<file path="src/rtl/maze_pkg.sv">
// Shared types and constants for the maze controller datapath.
// The UART transmitter takes its state encoding and default divider from here.
package maze_pkg;

  typedef enum logic {
    IDLE         = 1'b0,
    TRANSMITTING = 1'b1
  } uart_tx_state_t;

  // 50 MHz system clock / 19200 baud
  localparam int unsigned UART_BAUD_DIV = 2604;

endpackage

</file>
<file path="src/rtl/uart_tx.sv">
// 8N1 UART transmitter: one byte per trmt strobe, LSB first, tx_done on the
// final cycle of the stop bit.
module uart_tx
  import maze_pkg::*;
#(
  parameter int unsigned BAUD_DIV = UART_BAUD_DIV
) (
  input  logic       clk,
  input  logic       rst_n,
  input  logic       trmt,
  input  logic [7:0] tx_data,
  output logic       TX,
  output logic       tx_done
);

  localparam int unsigned CW = $clog2(BAUD_DIV);
  localparam logic [CW-1:0] BAUD_TC = CW'(BAUD_DIV - 1);

  uart_tx_state_t state_q, state_d;
  logic [CW-1:0]  baud_q, baud_d;
  logic [3:0]     bit_q, bit_d;
  logic [9:0]     shift_q, shift_d;

  logic load, baud_tc, last;

  // tx_done is decoded from registers during the last stop-bit cycle, while the
  // FSM is still TRANSMITTING; that is why a trmt in that cycle is not taken.
  always_comb begin
    load    = (state_q == IDLE) && trmt;
    baud_tc = (state_q == TRANSMITTING) && (baud_q == BAUD_TC);
    last    = baud_tc && (bit_q == 4'd9);

    state_d = state_q;
    baud_d  = baud_q;
    bit_d   = bit_q;
    shift_d = shift_q;

    case (state_q)
      IDLE: begin
        if (load) begin
          state_d = TRANSMITTING;
          baud_d  = '0;
          bit_d   = '0;
          shift_d = {1'b1, tx_data, 1'b0};
        end
      end
      TRANSMITTING: begin
        baud_d = baud_tc ? '0 : baud_q + 1'b1;
        if (baud_tc) begin
          bit_d   = bit_q + 4'd1;
          shift_d = {1'b1, shift_q[9:1]};
        end
        if (last) state_d = IDLE;
      end
      default: state_d = IDLE;
    endcase
  end

  always_ff @(posedge clk or negedge rst_n) begin
    if (!rst_n) state_q <= IDLE;
    else        state_q <= state_d;
  end

  always_ff @(posedge clk or negedge rst_n) begin
    if (!rst_n) baud_q <= '0;
    else        baud_q <= baud_d;
  end

  always_ff @(posedge clk or negedge rst_n) begin
    if (!rst_n) bit_q <= '0;
    else        bit_q <= bit_d;
  end

  // All-ones reset keeps the line idle-high the moment rst_n falls.
  always_ff @(posedge clk or negedge rst_n) begin
    if (!rst_n) shift_q <= '1;
    else        shift_q <= shift_d;
  end

  assign TX      = shift_q[0];
  assign tx_done = last;

endmodule

</file>
<file path="config.mk">
export PLATFORM = sky130hd
export DESIGN_NAME = uart_tx
export DESIGN_NICKNAME = d
export VERILOG_FILES = /design/src/rtl/maze_pkg.sv /design/src/rtl/uart_tx.sv
export SDC_FILE = /design/constraint.sdc
export NUM_CORES = 1
export LEC_CHECK = 0
export ABC_AREA = 1
export CORE_ASPECT_RATIO = 2
export CORE_MARGIN = 1.5
export CORE_UTILIZATION = 25
export DETAILED_ROUTE_END_ITERATION = 16
export PLACE_DENSITY = 0.42
export SLEW_MARGIN = 20
export SYNTH_ARGS = -nofsm -noshare
export SYNTH_HDL_FRONTEND = slang
export SYNTH_SLANG_ARGS = --single-unit
</file>
<file path="constraint.sdc">
create_clock -name clk -period 3.2 [get_ports clk]
set_input_delay 0.48 -clock clk [delete_from_list [all_inputs] [get_ports clk]]
set_output_delay 0.48 -clock clk [all_outputs]
set_load 0.03 [all_outputs]
</file>
## Yosys cells after proc, flatten, opt, wreduce, memory -nomap -nowiden

Index checks and enable logic that the tools add are counted.

- Add/subtract/negate cells: 2
- Eq/ne operators: 4
- Muxes and demuxes: 12
- Bitwise operators: 1
- Reduce and logical (&&, ||, !) cells: 4

Operators by type and width:

| cell | number |
|---|---|
| 2-to-1 mux 12 bit | 2 |
| one-hot mux 12 bit (2 select lines) | 1 |
| 2-to-1 mux 10 bit | 2 |
| one-hot mux 10 bit (2 select lines) | 1 |
| adder 12 x 1 -> 12 bit (second input constant) | 1 |
| equality test 12 bit (second input constant) | 1 |
| 2-to-1 mux 4 bit | 2 |
| one-hot mux 4 bit (2 select lines) | 1 |
| adder 4 x 1 -> 4 bit (second input constant) | 1 |
| equality test 4 bit (second input constant) | 1 |
| logical AND 1 bit | 3 |
| 2-to-1 mux 1 bit | 2 |
| != test 2 x 1 -> 1 bit (second input constant) | 1 |
| != test 2 bit (second input constant) | 1 |
| one-hot mux 1 bit (2 select lines) | 1 |
| AND reduction 2 bit | 1 |
| inverter 1 bit | 1 |

- Flip-flop bits (word level): 27
- Output and inout port bits: 2

## Logic depth before layout (Yosys ltp)

Gate-level depths: netlist of run 1.

- Depth after elaboration: 5
- Gate-level depth with buffers: 8

## Worst setup path before layout of run 1

Ideal clock, no wire load.

- Kind: reg-to-output
- Start: register baud_q[0]
- End: output port tx_done
- Arrival: 1.363 ns
- Setup slack: 1.357 ns
- Cell stages (with the launch flop): 6
- Cell sequence: dfrtp_1 -> ha_1 -> nand2_2 -> nor2_2 -> nand3_4 -> nor2_1

- Cells in the longest elaborated chain, start to end: 3

Ends and longest elaborated chain:

| what | RTL line | text |
|---|---|---|
| start: declaration | uart_tx.sv:20 | `logic [CW-1:0] baud_q, baud_d;` |
| start signal: assignment | uart_tx.sv:66 | `else baud_q <= baud_d;` |
| equality test 12 bit | uart_tx.sv:30 | `baud_tc = (state_q == TRANSMITTING) && (baud_q == BAUD_TC);` |
| logical AND 1 bit | uart_tx.sv:30 |  |
| logical AND 1 bit | uart_tx.sv:31 | `last = baud_tc && (bit_q == 4'd9);` |
| end: declaration | uart_tx.sv:13 | `output logic tx_done` |

No other way between the ends.

## Worst setup path after layout of run 1

Same ends and word-level chain as after synthesis.

==> results of run 1 <==
## per-stage QoR
step | cells | total power [uW] | instance area [sq um] | utilization [%]
detailed placement | 270 | 779.7 | 1730 | 28.81
CTS | 274 | 1073 | 1809 | 30.13
floorplan | 198 | 690.8 | 1555 | -
global route | 274 | 1130 | 1809 | 30.13
global placement | 270 | 781.3 | 1730 | 28.81
finish | 274 | 1059 | 1809 | 30.13
## critical path, cell delays in order (launching register included)
cell and delay [ps]:
dfrtp_1 390, ha_1 210, nand2_2 100, nor2_2 160
nand3_4 230, nor2_1 200, clkdlybuf4s50_1 690
## state kept, by name, summed over array words and instances, names as in the netlist
register	flops
state_q	1
shift_q	9
bit_q	4
baud_q	12
## cells in the final DEF (no fill, tap or decap), types with 2 or more instances in the layout
master / n
inv_1: 16
dfstp_2: 9
buf_4: 3
dfrtp_1: 17
clkbuf_16: 3
o22ai_1: 2
o211ai_1: 3
nor2_2: 4
o21ai_0: 7
o21ai_1: 4
nand2_1: 73
inv_2: 2
ha_1: 3
nand3b_1: 2
nand4_1: 2
xor2_1: 4
xnor2_1: 2
clkdlybuf4s50_1: 12
nor2_1: 13
nor3_1: 2
nand3_1: 12
o211ai_2: 7
## area by class of cell
class / count / area (sq um)
Multi-Input combinational cell: 147 / 775.7
Clock buffer: 4 / 78.83
Timing Repair Buffer: 15 / 142.6
Fill cell: 679 / 4197
Tap cell: 63 / 78.83
Sequential cell: 26 / 661.9
Inverter: 19 / 71.32
## per-layer routing
| layer | GRT usage [%] | vias to the layer above | wire length, um |
|---|---|---|---|
| li1 | - | 662 | - |
| met1 | 13.13 | 616 | 1366 |
| met2 | 24.74 | 15 | 2308 |
| met3 | 1.017 | 8 | 49 |
| met4 | 6.970 | 0 | 148 |
| met5 | 0 | - | 0 |
## path summary, 6_finish.rpt
kind | to | slack [ps] | cells past startpoint
setup / recovery | tx_done | 470 | 6
hold / removal | shift_q[8]$_DFFE_PN1P_ | 480 | 2
setup reg to reg | bit_q[0]$_DFFE_PN0P_ | 1540 | 6
hold reg to reg | shift_q[8]$_DFFE_PN1P_ | 480 | 2
max in group asynchronous | shift_q[6]$_DFFE_PN1P_ | 1750 | 2
min in group asynchronous | bit_q[2]$_DFFE_PN0P_ | 720 | 1
## cells by family after synthesis
group	synth area share [%]
flops	42.56
xor+xnor	3.379
simple gates	31.30
fa+ha+maj	2.414
compound gates	12.79
buf+inv	7.562
## power breakdown
group	internal, uW	total [uW]	switching, uW
Combinational	115	278	163
Sequential	411	492	80.8
Clock	171	290	119
Total	697	1060	363
==> impl_metrics.json, run 1 <==
{
  "status": "finished clean",
  "netlist_area_sq_mm": 0.001555,
  "power_per_cell_area_mw_per_mm2": 585.5,
  "fin_worst_skew_ps": 3.272,
  "grt_pass1_wl_um": 6506,
  "yosysSeqAreaShare_pct": 42.56,
  "slew-limit-headroom_pct": 40.36,
  "dp_slack_ps": 727.1,
  "fp.dieH_um": 114.5,
  "synthCells": 198,
  "finalWirelength_um": 3872,
  "rows": 40,
  "layout-drive-gt1-share_pct": 15.64,
  "wl_per_cell_um": 14.13,
  "critPathKind": "register to output pin",
  "drc_errors": 0,
  "io_pins": 13,
  "drt_iter0_markers": 15,
  "firstDrtPassIters": 4,
  "overflow": 0,
  "hold_viol": 0,
  "cp-start-kind": "register",
  "power.leakage_uw": 0.0008108,
  "htreeDepth": 1,
  "max_freq_ghz": 0.3668,
  "tightest_slew_ps": 891.8,
  "rsz0062_at_grt": "no",
  "grt_usage_pct": 12.98,
  "fin_nets": 226,
  "min_from": "shift_q[8]$_DFFE_PN1P_",
  "grt_pass1_vias": 1344,
  "syn2layout_area_growth_pct": 16.33,
  "cts_resized": 0,
  "die_area_sq_mm": 0.006732,
  "clock_sinks": 26,
  "routabilityCongestion": 0.7576,
  "synth_edf_count": 0,
  "ys_ff_latch": 26,
  "postCtsHoldBufs": 0,
  "synth-main-ff-cell": "dfrtp_1",
  "fin_setup_tns_ps": 0,
  "ir_worst_vdd_mv": 0.2596,
  "min-delay-path-class": "register to register",
  "synth_most_common_cell": "nand2_1",
  "post-cts-setup-buffers": 0,
  "root_buffer": "clkbuf_16",
  "rr_startpoint": "baud_q[0]$_DFFE_PN0P_",
  "final_max_slew_viol_count": 0,
  "antenna_found_initial": 0,
  "async_reset_ff_share_pct": 100.0,
  "clockBufferDepth": 2,
  "avgViaCountPerCell": 4.748,
  "die_w_um": 58.77,
  "num_vias": 1301,
  "min_period_over_period_pct": 85.21,
  "holdWs_ps": 481.4,
  "synth_area_leaders": "dfrtp_1 27%, nand2_1 18%, dfstp_2 15%",
  "cp.arrival_ps": 2250,
  "startpoint": "baud_q[0]$_DFFE_PN0P_",
  "required_ps": 2720,
  "port_buffers": 12,
  "yosysTopAreaCellShare_pct": 27.35,
  "critPathMaxFanout": 16,
  "yosys.area.top_type": "dfrtp_1",
  "insertion_delay_ps": 260,
  "synth_warnings": 0,
  "maxCapViolCount": 0,
  "fin_ws_ps": 473.4,
  "synth_cell_types": 31,
  "antenna_cells": 0,
  "grt_max_degree": 27,
  "clkTransAtPathRegs_ps": 70,
  "dp_hpwl_um": 3081,
  "cts_tree": "built",
  "min_period_ps": 2727,
  "ant_nets": 0,
  "initial_core_util_pct": 25.90,
  "synth_common_cells": "73 x nand2_1, 17 x dfrtp_1, 16 x inv_1",
  "final-setup-viol-count": 0,
  "syn_nets": 212,
  "core_sq_mm": 0.006006,
  "avgSynthCellArea_sq_um": 7.855,
  "cts_buffers": 3,
  "end_kind": "output pin"
}
No activity file was read; power rests on OpenSTA's default activity.
==> inputs of run 2 (changes only) <==
Settings changed: RECOVER_POWER set to 25.
==> run 2 against run 1 <==
Final cell count did not move. Via count did not move. Power barely moved.
==> impl_metrics.json, run 2 (synthesis results as in run 1) <==
{
  "status": "finished clean",
  "grt_pass1_vias": 1344,
  "hold_viol": 0,
  "power_per_cell_area_mw_per_mm2": 585.4,
  "root_buffer": "clkbuf_16",
  "largest_reg_flops": 12,
  "min_period_over_period_pct": 85.21,
  "holdPathEnd": "shift_q[8]$_DFFE_PN1P_",
  "cts_resized": 0,
  "die_w_um": 58.77,
  "clkTransAtPathRegs_ps": 70,
  "min-delay-path-class": "register to register",
  "p_sw_share_pct": 34.24,
  "ant_nets": 0,
  "drc_errors": 0,
  "layout_commonest_cell": "nand2_1",
  "critPathMaxFanout": 16,
  "power_frac_comb_pct": 26.2,
  "holdWs_ps": 481.4,
  "max_stage_delay_ps": 690,
  "placed_area_sq_mm": 0.001730,
  "rr_startpoint": "baud_q[0]$_DFFE_PN0P_",
  "clkPwrFrac_pct": 27.4,
  "grt_pass1_wl_um": 6506,
  "cp_slowest_cell": "clkdlybuf4s50_1",
  "largest_register": "baud_q",
  "num_vias": 1301,
  "fin_ws_ps": 473.4,
  "fin_worst_skew_ps": 3.272,
  "gr-usage-met3_pct": 1.017,
  "largestRegisters": "baud_q: 12 flops, shift_q: 9 flops, bit_q: 4 flops",
  "path_delay_family": "simple AND/OR/NAND/NOR gates",
  "insertion_delay_ps": 260,
  "firstDrtPassIters": 4,
  "switching_power_uw": 362.6,
  "power_frac_seq_pct": 46.4,
  "rows": 40,
  "antenna_cells": 0,
  "r2r_slack_ps": 1540,
  "fp.dieH_um": 114.5,
  "nFillCells": 679,
  "routabilityCongestion": 0.7576,
  "avgViaCountPerCell": 4.748,
  "critPathKind": "register to output pin",
  "final_cell_area_sq_mm": 0.001809,
  "cts_buffers": 3,
  "dp_hpwl_um": 3081,
  "power.leakage_uw": 0.0008110,
  "port_buffers": 12,
  "fin_setup_tns_ps": 0,
  "htreeDepth": 1,
  "maxCapViolCount": 0,
  "most-common-layout-cells": "73 x nand2_1, 17 x dfrtp_1, 16 x inv_1",
  "overflow": 0,
  "core_sq_mm": 0.006006,
  "top_usage_layer": "met2",
  "r2r_cells": 6,
  "max_freq_ghz": 0.3668,
  "rsz0062_at_grt": "no",
  "layout-drive-gt1-share_pct": 15.64,
  "reg2reg_to": "bit_q[0]$_DFFE_PN0P_",
  "cp-start-kind": "register",
  "final-setup-viol-count": 0,
  "fin_nets": 226,
  "p_int_uw": 696.5,
  "ir_worst_vdd_mv": 0.2596,
  "worstPathCellList": "ha_1 -> nand2_2 -> nor2_2 -> nand3_4 -> nor2_1 -> clkdlybuf4s50_1",
  "die_area_sq_mm": 0.006732,
  "power_uw": 1059,
  "use_met2_pct": 24.74,
  "antenna_found_initial": 0,
  "drt_iter0_markers": 15,
  "grt_max_degree": 27,
  "slew-limit-headroom_pct": 39.73,
  "io_pins": 13,
  "end_kind": "output pin",
  "clockBufferDepth": 2,
  "postCtsHoldBufs": 0,
  "initial_core_util_pct": 25.90,
  "tightest_slew_ps": 901.1,
  "crit_buf_inv": 1,
  "min_period_ps": 2727,
  "multi_input_area_sq_um": 775.7,
  "cts_tree": "built",
  "finalWirelength_um": 3872,
  "post-cts-setup-buffers": 0,
  "cp.arrival_ps": 2250,
  "clock_sinks": 26,
  "dp_slack_ps": 727.1,
  "whs_path_depth": 2,
  "grt_usage_pct": 12.98,
  "min_from": "shift_q[8]$_DFFE_PN1P_",
  "required_ps": 2720,
  "final_max_slew_viol_count": 0,
  "wl_per_cell_um": 14.13,
  "regArea_sq_um": 661.9,
  "syn2layout_area_growth_pct": 16.33,
  "grtUsageMet1_pct": 13.13
}
==> run 2: area by class of cell <==
class | count | area share (%)
clock buffer | 4 | 4.357
inverter | 19 | 3.942
multi-input combinational | 147 | 42.88
sequential | 26 | 36.58
tap | 63 | 4.357
timing repair buffer | 15 | 7.884
==> run 2: worst max path at each step <==
stage | start | end | slack, ps | cells past startpoint
floorplan | baud_q[0]$_DFFE_PN0P_ | tx_done | 1360 | 5
global placement | baud_q[0]$_DFFE_PN0P_ | tx_done | 770 | 6
detailed placement | baud_q[0]$_DFFE_PN0P_ | tx_done | 730 | 6
CTS | baud_q[0]$_DFFE_PN0P_ | tx_done | 440 | 6
global route | baud_q[0]$_DFFE_PN0P_ | tx_done | 350 | 6
finish | baud_q[0]$_DFFE_PN0P_ | tx_done | 470 | 6
==> run 2: worst register-to-register path: cells and delay by family (launching register included) <==
family          cells  cell delay (ps)
compound gates      2              430
fa+ha+maj           1              210
simple gates        3              490
flops               1              390
==> run 2: metal layers <==
layer | share of wire, % | wire length (um) | vias up
met1 | 35 | 1365 | 616
met5 | 0 | 0 | -
met3 | 1.3 | 49 | 8
li1 | - | - | 662
met2 | 60 | 2308 | 15
met4 | 3.8 | 148 | 0
==> run 2: metrics by stage <==
| step | utilization (%) | cells |
|---|---|---|
| after floorplan | - | 198 |
| after detailed placement | 28.81 | 270 |
| final | 30.13 | 274 |
| after global routing | 30.13 | 274 |
| after global placement | 28.81 | 270 |
| after CTS | 30.13 | 274 |
==> run 2: power by group through the flow <==
stage	sequential, uW	clock (uW)	combinational [uW]
5_1_grt	501	304	324
6_report	492	290	277
2_1_floorplan	478	0	212
3_3_place_gp	497	0	285
3_5_place_dp	498	0	282
4_1_cts	492	297	284
